[src/rtl/even_fib_generator_pkg.sv]
// Shared constants and FSM encoding for the odd-term Fibonacci stream generator.
package even_fib_pkg;
  localparam int WIDTH = 32;

  typedef enum logic [1:0] {
    IDLE = 2'd0,
    LOOP = 2'd1,
    DONE = 2'd2
  } state_e;
endpackage

[src/rtl/even_fib_generator_if.sv]
// Start/done control plus valid/ready output stream between the generator and its consumer.
interface even_fib_generator_if import even_fib_pkg::*; #(
  parameter int WIDTH = even_fib_pkg::WIDTH
) ();
  logic                    __start;
  logic                    __ready;
  logic signed [WIDTH-1:0] n;
  logic                    __done;
  logic                    __valid;
  logic signed [WIDTH-1:0] __output_0;

  modport master (
    input  __start, __ready, n,
    output __done, __valid, __output_0
  );

  modport slave (
    output __start, __ready, n,
    input  __done, __valid, __output_0
  );
endinterface

[src/rtl/even_fib_generator.sv]
// Walks a = 0,1,1,2,3,5,... while a < n, yielding each odd term as one registered beat.
// One iteration per cycle; a pending beat that is not accepted freezes the whole datapath.
module even_fib_generator import even_fib_pkg::*; #(
  parameter int WIDTH = even_fib_pkg::WIDTH
) (
  input  logic                 __clock,
  input  logic                 __reset,
  even_fib_generator_if.master bus
);

  state_e                  state_q, state_d;
  logic signed [WIDTH-1:0] n_q, n_d;
  logic signed [WIDTH-1:0] a_q, a_d;
  logic signed [WIDTH-1:0] b_q, b_d;
  logic        [WIDTH-1:0] i_q, i_d;
  logic signed [WIDTH-1:0] out_q, out_d;
  logic                    done_q, done_d;
  logic                    valid_q, valid_d;
  logic                    stall;

  localparam logic signed [WIDTH-1:0] ONE = {{(WIDTH-1){1'b0}}, 1'b1};

  always_comb begin
    state_d = state_q;
    n_d     = n_q;
    a_d     = a_q;
    b_d     = b_q;
    i_d     = i_q;
    out_d   = out_q;
    done_d  = done_q;
    valid_d = valid_q;
    stall   = valid_q && !bus.__ready;

    case (state_q)
      IDLE, DONE: begin
        if (bus.__start) begin
          n_d     = bus.n;
          a_d     = '0;
          b_d     = ONE;
          i_d     = '0;
          done_d  = 1'b0;
          valid_d = 1'b0;
          state_d = LOOP;
        end
      end
      LOOP: begin
        if (!stall) begin
          valid_d = 1'b0;
          if (a_q < n_q) begin
            if (a_q[0]) begin
              out_d   = a_q;
              valid_d = 1'b1;
            end
            // Sum wraps in two's complement; the signed compare keeps running past a wrap.
            a_d = b_q;
            b_d = a_q + b_q;
            i_d = i_q + ONE;
          end else begin
            state_d = DONE;
            done_d  = 1'b1;
          end
        end
      end
      default: state_d = IDLE;
    endcase
  end

  always_ff @(posedge __clock) begin
    if (__reset) begin
      state_q <= IDLE;
      n_q     <= '0;
      a_q     <= '0;
      b_q     <= ONE;
      i_q     <= '0;
      out_q   <= '0;
      done_q  <= 1'b0;
      valid_q <= 1'b0;
    end else begin
      state_q <= state_d;
      n_q     <= n_d;
      a_q     <= a_d;
      b_q     <= b_d;
      i_q     <= i_d;
      out_q   <= out_d;
      done_q  <= done_d;
      valid_q <= valid_d;
    end
  end

  assign bus.__done     = done_q;
  assign bus.__valid    = valid_q;
  assign bus.__output_0 = out_q;

endmodule

[src/flat_wrapper.sv]
// flat-port wrapper written by rule: the top's interface ports become plain ports
module even_fib_generator_flat import even_fib_pkg::*;
#(
  parameter int WIDTH = even_fib_pkg::WIDTH
)
  (__clock, __reset, bus___start, bus___ready, bus_n, bus___done, bus___valid, bus___output_0);
  even_fib_generator_if #(.WIDTH(WIDTH)) bus_i ();
  input  logic __clock;
  input  logic __reset;
  input wire logic [$bits(bus_i.__start)-1:0] bus___start;
  input wire logic [$bits(bus_i.__ready)-1:0] bus___ready;
  input wire logic [$bits(bus_i.n)-1:0] bus_n;
  output wire logic [$bits(bus_i.__done)-1:0] bus___done;
  output wire logic [$bits(bus_i.__valid)-1:0] bus___valid;
  output wire logic [$bits(bus_i.__output_0)-1:0] bus___output_0;
  assign bus_i.__start = bus___start;
  assign bus_i.__ready = bus___ready;
  assign bus_i.n = bus_n;
  assign bus___done = bus_i.__done;
  assign bus___valid = bus_i.__valid;
  assign bus___output_0 = bus_i.__output_0;
  even_fib_generator #(.WIDTH(WIDTH)) u_core (.__clock(__clock), .__reset(__reset), .bus(bus_i));
endmodule
[config.mk]
export PLATFORM = sky130hd
export DESIGN_NAME = even_fib_generator_flat
export DESIGN_NICKNAME = d
export VERILOG_FILES = /design/src/rtl/even_fib_generator_pkg.sv /design/src/rtl/even_fib_generator_if.sv /design/src/rtl/even_fib_generator.sv /design/src/flat_wrapper.sv
export SDC_FILE = /design/constraint.sdc
export NUM_CORES = 1
export LEC_CHECK = 0
export CAP_MARGIN = 15
export CORE_UTILIZATION = 50
export DETAILED_ROUTE_END_ITERATION = 7
export GPL_TIMING_DRIVEN = 0
export PLACE_DENSITY = 0.81
export SLEW_MARGIN = 25
export SYNTH_ARGS = -nofsm -noshare
export SYNTH_HDL_FRONTEND = slang
export SYNTH_SLANG_ARGS = --single-unit
export TNS_END_PERCENT = 30
[constraint.sdc]
create_clock -name __clock -period 6.1 [get_ports __clock]
set_input_delay 1.525 -clock __clock [delete_from_list [all_inputs] [get_ports __clock]]
set_output_delay 1.525 -clock __clock [all_outputs]
set_load 0.05 [all_outputs]
==> results.sh <==
export IMPL_status="finished, final reports clean"
export IMPL_grt_max_degree=17
export IMPL_syn_avg_cell_area_um2=8.028
export IMPL_slew_viol_final=0
export IMPL_clock_fmax_mhz=302.1
export IMPL_yosysWarnings=0
export IMPL_cts_inserted_buffers=17
export IMPL_tightestPinTransition_ps=683.7
export IMPL_synth_top_flop_cell="dfxtp_1"
export IMPL_cp_required_ps=6420
export IMPL_track_usage_pct=27.91
export IMPL_ys_ff_latch=132
export IMPL_dp_slack_ps=2440
export IMPL_clock_sinks=132
export IMPL_crit_path_start_kind="register"
export IMPL_ctsResizeCount=0
export IMPL_setup_viol=0
export IMPL_die_area_um2=14610
export IMPL_skew_ps=6.013
export IMPL_synth_area_um2=7064
export IMPL_synthCells=880
export IMPL_critPathArrivalTime_ps=3630
export IMPL_yosysTopAreaCellShare_pct=37.41
export IMPL_min_period_ps=3310
export IMPL_rows=43
export IMPL_layout_drive_gt1_share_pct=5.924
export IMPL_grt_pass1_vias=6399
export IMPL_ff2ff_setup_slack_ps=2790
export IMPL_crit_path_end_kind="register"
export IMPL_clkLatencyLatePin_ps=430
export IMPL_hp_class="reg -> reg"
export IMPL_register_area_um2=2643
export IMPL_die_y_um=120.9
export IMPL_drc=0
export IMPL_root_buffer="clkbuf_16"
export IMPL_antenna_found_initial=0
export IMPL_vias=6716
export IMPL_viasPerCell=5.795
export IMPL_synth_largest_area_cell="dfxtp_1"
export IMPL_multi_input_area_um2=4040
export IMPL_cp_max_fo=3
export IMPL_synth_edf_count=0
export IMPL_syn2layout_area_growth_pct=22.48
export IMPL_cts_setup_buffers=0
export IMPL_tns_ps=0
export IMPL_hold_violations=0
export IMPL_syn_num_nets=979
export IMPL_drtPass1Iterations=6
export IMPL_cts_hold_buf=0
export IMPL_core_um2=13830
export IMPL_synth_seq_area_share_pct=37.41
export IMPL_synth_distinct_cells=59
export IMPL_leakagePower_nw=3.414
export IMPL_synth_most_common_cell="dfxtp_1"
export IMPL_clkSlewWorstSetupHoldPaths_ps=60
export IMPL_ir_drop_v=0.0002162
export IMPL_synth_commonest_cells="dfxtp_1, nand2_1, a21oi_1"
export IMPL_drt_iter0_markers=509
export IMPL_cts_path_max_buffers=2
export IMPL_grt_overflow=0
export IMPL_antenna_cells=0
export IMPL_fillers=1168
export IMPL_rsz0062_at_grt="false"
export IMPL_synth_area_leaders="dfxtp_1, ha_1, a21oi_1"
export IMPL_dpl_hpwl_um=13910
export IMPL_finalPower_w=0.002280
export IMPL_wire_per_inst_um=16.86
export IMPL_slew_limit_headroom_pct=53.24
export IMPL_power_density_nw_per_um2=263.5
export IMPL_cts_tree="yes"
export IMPL_path_class="reg -> reg"
export IMPL_start_util_pct=51.09
export IMPL_die_width_um=120.9
export IMPL_maxCapViolCount=0
export IMPL_num_io_pins=70
export IMPL_ant_nets=0
export IMPL_async_flop_share_pct=0
export IMPL_final_nets=1066
export IMPL_drt_total_wl_um=19540
export IMPL_postLayoutSetupSlackWorst_ps=2790
export IMPL_grt_pass1_wl_um=31370
export IMPL_port_buffer_count=68
export IMPL_routabilityCongestion=0.8877
export IMPL_htreeDepth=4
export IMPL_post_route_period_util_pct=54.27
-- metrics by stage --
| step | util, % | cells | area [um2] | hold slack (ps) |
|---|---|---|---|---|
| after floorplan | - | 880 | 7064 | 436.3 |
| after global placement | 57.64 | 1128 | 7970 | 439.5 |
| after detailed placement | 57.64 | 1128 | 7970 | 441.7 |
| after CTS | 62.57 | 1159 | 8652 | 450.0 |
| after global routing | 62.57 | 1159 | 8652 | 469.2 |
| final | 62.57 | 1159 | 8652 | 450.3 |
-- area by class of cell --
class / count / area share, %
Clock buffer: 22 / 5.597
Tap cell: 180 / 2.603
Inverter: 39 / 1.692
Timing Repair Buffer: 68 / 7.867
Buffer: 53 / 2.719
Clock inverter: 9 / 2.285
Multi-Input combinational cell: 656 / 46.70
Sequential cell: 132 / 30.54
-- registers in the layout, indices dropped and copies added, names as in the netlist --
signal                 cells
u_core.bus.__done          1
u_core.state_q             2
u_core.bus.__valid         1
u_core.n_q                32
u_core.b_q                32
u_core.a_q                32
u_core.bus.__output_0     32
-- routing by layer --
layer / track usage, % / share of wire (%)
met3: 6.814 / 6.1
met1: 33.57 / 43
met2: 46.79 / 48
met4: 12.89 / 3.0
met5: 0 / 0
-- final timing paths --
check | cells after the start | end | startpoint
hold reg to reg | 2 | u_core.bus.__output_0[0]$_SDFFE_PP0P_ | u_core.bus.__output_0[0]$_SDFFE_PP0P_
setup reg to reg | 12 | u_core.b_q[30]$_SDFFE_PP0P_ | u_core.b_q[0]$_SDFFE_PP1P_
hold / removal | 2 | u_core.bus.__output_0[0]$_SDFFE_PP0P_ | u_core.bus.__output_0[0]$_SDFFE_PP0P_
setup / recovery | 12 | u_core.b_q[30]$_SDFFE_PP0P_ | u_core.b_q[0]$_SDFFE_PP1P_
-- critical path, stage by stage, from the launching register on --
cell      delay [ps]
dfxtp_1          330
ha_1             260
fa_1             420
a21oi_1          170
o21ai_1          130
o31a_1           310
o311ai_1         460
a21oi_2          130
nor4_1           430
nor3_2           120
a31oi_1          230
or4b_1           140
nand3_1           60
-- placed cells by master, fill, tap and decap left out, types with 12 or more instances in the layout --
master and n:
clkbuf_16 17, a22oi_1 35, clkdlybuf4s50_1 68, or3_1 14
nand3_1 41, buf_2 14, ha_1 62, inv_1 39
a21oi_1 110, xnor2_1 12, o21ai_0 22, nor2_1 85
dfxtp_1 132, a21o_1 15, mux2i_1 16, clkbuf_1 33
nand2_1 128
-- power by group --
part           internal [W]  leakage (nW)  switching, W
registers          0.000879          1.07    0.00000884
logic             0.0000723          2.01      0.000139
clock network      0.000805         0.332      0.000375
total               0.00176          3.41      0.000524
-- cell families (layout without fill, tap and decap cells) --
kind of cell	after synthesis	count (layout)	share of synthesized area, %
multiplexers	16	16	2.267
AO/OA/AOI/OAI	231	231	20.30
AND/OR/NAND/NOR	323	323	20.51
XOR/XNOR	23	23	2.852
flip-flops	132	132	37.41
adder cells (fa/ha/maj)	63	63	11.26
buffers and inverters	92	191	5.402
Note: power is estimated with default switching activity, not from simulation.
